File: src/rtl/serial_word_receiver6_pkg.sv
// Shared definitions for the serial word receiver.
// Holds the FSM state encodings and the default match pattern, so that
// later lab blocks built around the same receiver agree on both.
package serial_word_receiver6_pkg;

    typedef enum logic [1:0] {
        ST_IDLE  = 2'd0,
        ST_SHIFT = 2'd1,
        ST_DONE  = 2'd2
    } rx_state_e;

    localparam logic [5:0] MATCH_PATTERN_DEF = 6'b110000;

endpackage

File: src/rtl/serial_word_receiver6_frame_counter.sv
// frame_counter: CNT_W-bit wrapping event counter.
// Ports:
//   clk_i   - clock, rising edge
//   clr_i   - synchronous active-high clear (has priority over en_i)
//   en_i    - increment enable
//   count_o - current count; wraps from all-ones to zero with no flag
module frame_counter #(
    parameter int CNT_W = 8
) (
    input  logic             clk_i,
    input  logic             clr_i,
    input  logic             en_i,
    output logic [CNT_W-1:0] count_o
);

    logic [CNT_W-1:0] count_q;

    always_ff @(posedge clk_i) begin
        if (clr_i) begin
            count_q <= '0;
        end else if (en_i) begin
            count_q <= count_q + 1'b1;
        end
    end

    assign count_o = count_q;

endmodule

File: src/rtl/serial_word_receiver6.sv
// serial_word_receiver6: reassembles a WIDTH-bit word sent LSB-first on
// serial_input after a frame_start strobe, pulses signal_valid for one
// cycle on completion, compares the word with MATCH_PATTERN and counts
// completed frames.
// Ports:
//   clockpulse    - clock, rising edge
//   clear         - synchronous active-high reset, highest priority
//   frame_start   - one-cycle strobe starting (or restarting) a frame
//   serial_input  - serial data, LSB first, sampled on the WIDTH edges after the strobe
//   signal_word   - last completed word, held until the next completion
//   signal_valid  - one-cycle pulse when signal_word updates
//   signal_match  - signal_word == MATCH_PATTERN, updated with signal_word
//   signal_busy   - high while shifting
//   signal_count  - number of bits sampled in the current frame
//   signal_frames - completed-frame counter, wraps
module serial_word_receiver6
    import serial_word_receiver6_pkg::*;
#(
    parameter int               WIDTH         = 6,
    parameter logic [WIDTH-1:0] MATCH_PATTERN = MATCH_PATTERN_DEF,
    parameter int               CNT_W         = 8
) (
    input  logic             clockpulse,
    input  logic             clear,
    input  logic             frame_start,
    input  logic             serial_input,
    output logic [WIDTH-1:0] signal_word,
    output logic             signal_valid,
    output logic             signal_match,
    output logic             signal_busy,
    output logic [2:0]       signal_count,
    output logic [CNT_W-1:0] signal_frames
);

    localparam logic [2:0] LAST_BIT = 3'(WIDTH - 1);

    rx_state_e        state_q, state_d;
    logic [WIDTH-1:0] shreg_q, shreg_d;
    logic [2:0]       cnt_q, cnt_d;
    logic [WIDTH-1:0] word_q, word_d;
    logic             valid_q, valid_d;
    logic             match_q, match_d;
    logic             frame_done;

    always_ff @(posedge clockpulse) begin
        if (clear) begin
            state_q <= ST_IDLE;
            shreg_q <= '0;
            cnt_q   <= '0;
            word_q  <= '0;
            valid_q <= 1'b0;
            match_q <= 1'b0;
        end else begin
            state_q <= state_d;
            shreg_q <= shreg_d;
            cnt_q   <= cnt_d;
            word_q  <= word_d;
            valid_q <= valid_d;
            match_q <= match_d;
        end
    end

    always_comb begin
        state_d    = state_q;
        shreg_d    = shreg_q;
        cnt_d      = cnt_q;
        word_d     = word_q;
        valid_d    = 1'b0;
        match_d    = match_q;
        frame_done = 1'b0;
        case (state_q)
            ST_IDLE: begin
                if (frame_start) begin
                    state_d = ST_SHIFT;
                    cnt_d   = '0;
                end
            end
            ST_SHIFT: begin
                if (frame_start) begin
                    // Restart: the strobe edge takes no sample; stale bits
                    // are fully overwritten by the next WIDTH samples.
                    cnt_d = '0;
                end else begin
                    shreg_d = {serial_input, shreg_q[WIDTH-1:1]};
                    if (cnt_q == LAST_BIT) begin
                        state_d    = ST_DONE;
                        cnt_d      = '0;
                        word_d     = shreg_d;
                        valid_d    = 1'b1;
                        match_d    = (shreg_d == MATCH_PATTERN);
                        frame_done = 1'b1;
                    end else begin
                        cnt_d = cnt_q + 3'd1;
                    end
                end
            end
            ST_DONE: begin
                state_d = frame_start ? ST_SHIFT : ST_IDLE;
                cnt_d   = '0;
            end
            default: begin
                state_d = ST_IDLE;
                cnt_d   = '0;
            end
        endcase
    end

    frame_counter #(
        .CNT_W (CNT_W)
    ) u_frame_counter (
        .clk_i   (clockpulse),
        .clr_i   (clear),
        .en_i    (frame_done),
        .count_o (signal_frames)
    );

    assign signal_word  = word_q;
    assign signal_valid = valid_q;
    assign signal_match = match_q;
    assign signal_busy  = (state_q == ST_SHIFT);
    assign signal_count = cnt_q;

endmodule

File: config.mk
export PLATFORM = sky130hd
export DESIGN_NAME = serial_word_receiver6
export DESIGN_NICKNAME = d
export VERILOG_FILES = /design/src/rtl/serial_word_receiver6_pkg.sv /design/src/rtl/serial_word_receiver6_frame_counter.sv /design/src/rtl/serial_word_receiver6.sv
export SDC_FILE = /design/constraint.sdc
export NUM_CORES = 1
export LEC_CHECK = 0
export BUFFER_PORTS_ARGS = -buffer_cell sky130_fd_sc_hd__buf_2
export CAP_MARGIN = 20
export CORE_ASPECT_RATIO = 1.5
export CORE_MARGIN = 5
export CORE_UTILIZATION = 55
export CTS_BUF_LIST = sky130_fd_sc_hd__clkbuf_8
export CTS_CLUSTER_SIZE = 12
export DETAILED_ROUTE_END_ITERATION = 12
export HOLD_SLACK_MARGIN = 0.06
export PLACE_DENSITY = 0.81
export SETUP_SLACK_MARGIN = 0.15
export SLEW_MARGIN = 30
export SYNTH_ARGS = -nofsm -noshare
export SYNTH_HDL_FRONTEND = slang
export SYNTH_SLANG_ARGS = --single-unit
File: constraint.sdc
create_clock -name clockpulse -period 2 [get_ports clockpulse]
set_input_delay 0.1 -clock clockpulse [delete_from_list [all_inputs] [get_ports clockpulse]]
set_output_delay 0.1 -clock clockpulse [all_outputs]
set_load 0.02 [all_outputs]
==> metrics.md, run 1 <==
| Metric | Value |
|---|---|
| VDD IR max | 0.735 mV |
| DRC | 0 |
| Hold WC Path Type | input pin to flop |
| GRT Resource Usage Total | 0.182 |
| Clk Latency, worst-skew pair | about 0.27 ns |
| Number of port buffers | 23 |
| GRT overflow | 0 |
| Worst path max stage delay | between 0.4 and 0.5 ns |
| RSZ-0062 raised after global routing | false |
| Critical path peak fanout | 10 |
| Initial core utilization | 0.586 |
| Sequential share of the synthesized area | 0.473 |
| Critical Path End Type | flop |
| Primary FF master, synth | dfxtp_1 |
| Height of the die | 64.8 µm |
| Cell count after synthesis | 129 |
| CTS tree | yes |
| CTS Buf Count | 3 |
| Relative slew slack | 0.690 |
| Synth async-reset ratio | 0 |
| Post-DP HPWL | 1.60 mm |
| Worst Reg-to-Reg Cells | 4 |
| Commonest non-fill, non-tap cell in the layout | dfxtp_1 |
| Final hold violation count | 0 |
| Pre-antenna DRT Iters | 4 |
| GPL Wtd Cong | ~0.79 |
| Layout Skew | between 0.002 and 0.0025 ns |
| Fraction of layout cells with a size suffix above 1 | 0.257 |
| Number of global-route vias before repair | between 900 and 1k |
| P_leak | between 0.5 and 0.6 nW |
| Post-CTS Hold Fix Bufs | 0 |
| Top-Level Pins | 24 |
| WHS | 0.0956 ns |
| Final worst-path cycle share | 0.871 |
| P&R area growth vs syn | 19.9% |
| FMAX | 574 MHz |
| Final min period | around 1.7 ns |
| Largest net degree at the start of global routing | 28 |
| Core area | 1880 µm² |
| Max Slew Vio Count | 0 |
| Worst hold stages | 3 |
| DRT iter0 DRCs | 42 |
| Syn Nets | between 100 and 150 |
| Setup tns final | 0 ns |
| Max-Cap Viols | 0 |
| Root Buffer | clkbuf_8 |
| Post-synth EDFFs | 0 |
| Die W | 46.5 µm |
| Setup Crit Path Kind | flop to flop |
| Run status | complete, no violations |
| Fin nets | approximately 160 |
| Slew @ Worst Pin | ~0.47 ns |
| Initial antenna violation count | 0 |
| CTS clk-pin slew, worst paths | around 0.09 ns |
| Num Clock Sinks | 26 |
| Die area | 3010 µm² |
| Setup crit start kind | flop |
| Netlist cell types | 30 |
| Post-Syn Area per Cell | 8.53 µm² |
| CTS Buffer Depth | 2 |
| Most frequent cells in the layout | 26 x dfxtp_1, 23 x buf_2, 19 x a21oi_1, 13 x nand2_1, 10 x nand3_1 |
| Power Density | 761 nW/µm² |
| PostCTS Resize Cnt | 0 |
| Routed len/inst | about 14 µm |
| Critical Path AT | 1.91 ns |
| Final setup fails | 0 |
| Synth Warn # | 0 |
| Number of H-tree levels | 1 |
| Critical Path RT | around 2.2 ns |
| Synthesized flop and latch total | 26 |
| Vias | 1021 |
| CP max stage cell | or3b_1 |
| First-pass GRT wire length | 4.23 mm |
| # diodes | 0 |
| Cell area after synthesis | 1100 µm² |
| Final WL | around 2.4 mm |
| Final ANT Viol Nets | 0 |
| Row count | 19 |
| Via density | between 5 and 6 |
| Critical Path, Cell by Cell | or3b_1 -> buf_4 -> nor4_1 -> mux2_2 |
[final timing paths]
check	from	endpoint	slack, ns
worst max-delay path	state_q[1]$_SDFFE_PP0P_	u_frame_counter.count_o[6]$_SDFFE_PP0P_	0.26
worst min-delay path	serial_input	shreg_q[5]$_SDFFE_PP0P_	0.1
worst max register to register	state_q[1]$_SDFFE_PP0P_	u_frame_counter.count_o[6]$_SDFFE_PP0P_	0.26
worst min register to register	signal_word[3]$_SDFFE_PP0P_	signal_word[3]$_SDFFE_PP0P_	0.48
[logic make-up after synthesis]
logic type	synth area share
mux	0.0432
fa+ha+maj	0.0114
buf+inv	0.0455
compound gates	0.156
flops	0.473
xor+xnor	0.00797
simple gates	0.263
[per-layer routing]
layer,up-vias,GRT usage,part of all wire
met4,0,0.0534,0.0045
met2,26,0.317,0.51
li1,506,-,-
met5,-,0,0
met3,2,0.0249,0.042
met1,487,0.222,0.44
[metrics by stage]
stage	std cells	cell area, µm²	setup slack, ns	power, mW	util
2_1_floorplan	129	1100	0.191	0.570	-
3_3_place_gp	167	1230	0.314	0.584	0.656
3_5_place_dp	167	1230	0.286	0.586	0.656
4_1_cts	171	1300	0.261	1.01	0.694
5_1_grt	173	1320	0.176	1.04	0.702
6_report	173	1320	0.257	1.00	0.702
[worst max-delay path, delay by kind of cell (launching register included)]
family,cells,cell delay (ns)
buf+inv,1,0.19
flops,1,0.35
mux,1,0.37
simple gates,2,0.74
[repair_timing]
| action | 4_1_cts | 5_1_grt |
|---|---|---|
| hold endpoints to repair | 0 | 0 |
| setup buffers | 0 | 2 |
| endpoints found under the setup margin | 0 | 1 |
[cell type report]
type                       count  area (µm²)
clock buffer                   3        41.3
clock inverter                 1        30.0
fill                         155         559
inverter                       1        3.75
multi-input combinational     91         529
sequential                    26         520
tap                           21        26.3
timing repair buffer          30         168
[power by group]
| group | switching (mW) | leakage (nW) | internal (mW) |
|---|---|---|---|
| sequential | 0.00339 | 0.210 | 0.521 |
| combinational | 0.0330 | 0.282 | 0.0169 |
| clock | 0.162 | 0.0357 | 0.268 |
[state kept, by name, indices dropped and copies added, names as in the netlist]
register                 count
signal_valid                 1
shreg_q                      5
signal_match                 1
signal_word                  6
state_q                      2
signal_count                 3
u_frame_counter.count_o      8
[synthesized netlist by cell type (2+ instances only)]
| master | instances | share of area |
|---|---|---|
| dfxtp_1 | 26 | 0.47 |
| o31ai_1 | 2 | 0.014 |
| or4_1 | 4 | 0.027 |
| or3_1 | 2 | 0.011 |
| nor3_1 | 2 | 0.0091 |
| mux2_2 | 2 | 0.020 |
| nor4_1 | 2 | 0.011 |
| clkbuf_1 | 9 | 0.031 |
| nor2b_1 | 4 | 0.023 |
| nand2_1 | 13 | 0.044 |
| a21oi_1 | 19 | 0.086 |
| nand4_1 | 4 | 0.023 |
| nor2_1 | 6 | 0.020 |
| o21ai_0 | 9 | 0.041 |
| nand3_1 | 10 | 0.046 |
Note: power is estimated with default switching activity, not from simulation.
==> inputs of run 2 (changes only) <==
--- a/config.mk
+++ b/config.mk
@@ -14,7 +14,7 @@
 export CTS_CLUSTER_SIZE = 12
 export DETAILED_ROUTE_END_ITERATION = 12
 export HOLD_SLACK_MARGIN = 0.06
-export PLACE_DENSITY = 0.81
+export PLACE_DENSITY = 0.85
 export SETUP_SLACK_MARGIN = 0.15
 export SLEW_MARGIN = 30
 export SYNTH_ARGS = -nofsm -noshare
==> run 2 against run 1 <==
Clock skew is 0.00074 ns higher. Combinational power down 2%. Power decreased by 0.62%. Critical path depth down 1. Sequential cell count did not move. Utilization fell by 1.0 points. Wire length shrank 2.2%. Critical endpoint is now u_frame_counter.count_o[5]$_SDFFE_PP0P_. Largest power group unchanged.
==> metrics.md, run 2 (synthesis gave the netlist of run 1 again) <==
| Metric | Value |
|---|---|
| GRT overflow | 0 (unchanged) |
| Pre-antenna DRT Iters | 4 (unchanged) |
| GPL Wtd Cong | 0.849 (+7.6%) |
| Vias | 1002 (-1.9%) |
| Placed Instances | 166 (-0.60%) |
| Height of the die | 64.8 µm (unchanged) |
| Worst hold stages | 3 (unchanged) |
| Final non-filler cell total | 170 (-1.7%) |
| Num Clock Sinks | 26 (unchanged) |
| Post-CTS Hold Fix Bufs | 0 (unchanged) |
| Critical Path, Cell by Cell | or3b_1 -> or4_4 -> mux2_4 |
| Fraction of layout cells with a size suffix above 1 | 0.242 (-0.0150) |
| Final setup fails | 0 (unchanged) |
| Number of global-route vias before repair | 970 (-0.51%) |
| Max Slew Vio Count | 0 (unchanged) |
| Fin nets | 155 (-1.9%) |
| Critical Path AT | 1.91 ns (about the same) |
| Critical Path End Type | flop |
| RSZ-0062 raised after global routing | false |
| PnR worst setup slack | 0.251 ns (-0.00586 ns) |
| GRT Resource Usage Total | 0.173 (-0.00923) |
| Run status | complete, no violations |
| Relative slew slack | 0.685 (-0.00524) |
| First-pass GRT wire length | 3.95 mm (-6.5%) |
| Number of H-tree levels | 1 (unchanged) |
| # diodes | 0 (unchanged) |
| Die W | 46.5 µm (unchanged) |
| Initial core utilization | 0.586 (unchanged) |
| Setup WS pre-CTS | 0.289 ns (+0.00358 ns) |
| Via density | 5.89 (-0.13%) |
| CTS Buffer Depth | 2 (unchanged) |
| Max reg flops | 8 (unchanged) |
| Pwr Total | 0.998 mW (-0.62%) |
| FMAX | 572 MHz (-0.34%) |
| Final hold violation count | 0 (unchanged) |
| CTS Buf Count | 3 (unchanged) |
| Layout Skew | 0.00285 ns (+0.000738 ns) |
| Final worst-path cycle share | 0.874 (+0.00293) |
| CTS tree | yes |
| WHS | 0.0948 ns (-0.000756 ns) |
| Hold WC Path Type | input pin to flop |
| Critical path peak fanout | 5 (-5) |
| Number of port buffers | 23 (unchanged) |
| Post-DP HPWL | 1.62 mm (+0.97%) |
| Critical Path RT | 2.16 ns (about the same) |
| Commonest non-fill, non-tap cell in the layout | dfxtp_1 |
| Final WL | 2.39 mm (-2.2%) |
| VDD IR max | 0.536 mV (-27%) |
| Row count | 19 (unchanged) |
| P_leak | 0.517 nW (-2.1%) |
| Top-Level Pins | 24 (unchanged) |
| Root Buffer | clkbuf_8 |
| Die area | 3010 µm² (unchanged) |
| Setup tns final | 0 ns (unchanged) |
| Clk Latency, worst-skew pair | 0.27 ns (about the same) |
| CP max stage cell | or4_4 |
| Setup Crit Path Kind | flop to flop |
| Routed len/inst | 14.1 µm (-0.48%) |
| DRT iter0 DRCs | 35 (-17%) |
| Final min period | 1.75 ns (+0.00586 ns) |
| Core area | 1880 µm² (unchanged) |
| PostCTS Resize Cnt | 0 (unchanged) |
| Power Density | 767 nW/µm² (+0.82%) |
| Setup repair bufs after CTS | 0 (unchanged) |
| DRC | 0 (unchanged) |
| Largest net degree at the start of global routing | 28 (unchanged) |
| Initial antenna violation count | 0 (unchanged) |
| Worst Reg-to-Reg Cells | 3 (-1) |
| CTS clk-pin slew, worst paths | 0.08 ns (about the same) |
| Final ANT Viol Nets | 0 (unchanged) |
| Most frequent cells in the layout | 26 x dfxtp_1, 23 x buf_2, 19 x a21oi_1, 13 x nand2_1, 10 x nand3_1 |
| Worst path max stage delay | 0.54 ns (+0.11 ns) |
| Max-Cap Viols | 0 (unchanged) |
| Slew @ Worst Pin | 0.473 ns (+0.00786 ns) |
| Setup crit start kind | flop |
| P&R area growth vs syn | 18.2% |
-- run 2: area by class of cell --
cell class / instances / area, µm²
fill: 160 / 578
multi-input combinational: 91 / 529
sequential: 26 / 520
timing repair buffer: 27 / 149
clock buffer: 3 / 41.3
clock inverter: 1 / 30.0
tap: 21 / 26.3
inverter: 1 / 3.75
-- run 2: power breakdown --
group          leakage, nW  internal, mW  switching (mW)
Clock               0.0357         0.268           0.157
Sequential           0.210         0.521         0.00333
Combinational        0.271        0.0163          0.0325
Total                0.517         0.805           0.193
-- run 2: path summary, 6_finish.rpt --
| kind | startpoint | to | slack [ns] |
|---|---|---|---|
| hold / removal | serial_input | shreg_q[5]$_SDFFE_PP0P_ | 0.09 |
| setup / recovery | state_q[1]$_SDFFE_PP0P_ | u_frame_counter.count_o[5]$_SDFFE_PP0P_ | 0.25 |
| hold reg to reg | signal_word[3]$_SDFFE_PP0P_ | signal_word[3]$_SDFFE_PP0P_ | 0.48 |
| setup reg to reg | state_q[1]$_SDFFE_PP0P_ | u_frame_counter.count_o[5]$_SDFFE_PP0P_ | 0.25 |
-- run 2: stage by stage --
stage	util	instance area [µm²]
2_1_floorplan	-	1100
3_3_place_gp	0.652	1220
3_5_place_dp	0.652	1220
4_1_cts	0.690	1300
5_1_grt	0.692	1300
6_report	0.692	1300
-- run 2: routing by layer --
layer	track usage	routed length, µm	vias to the layer above
li1	-	-	499
met1	0.186	976	474
met2	0.314	1260	25
met3	0.0277	120	4
met4	0.0712	32	0
met5	0	0	-
-- run 2: critical path, delay by kind of cell (launching register included) --
kind,cells,cell delay (ns)
DFF,1,0.34
muxes,1,0.30
and+or+nand+nor,2,1.00
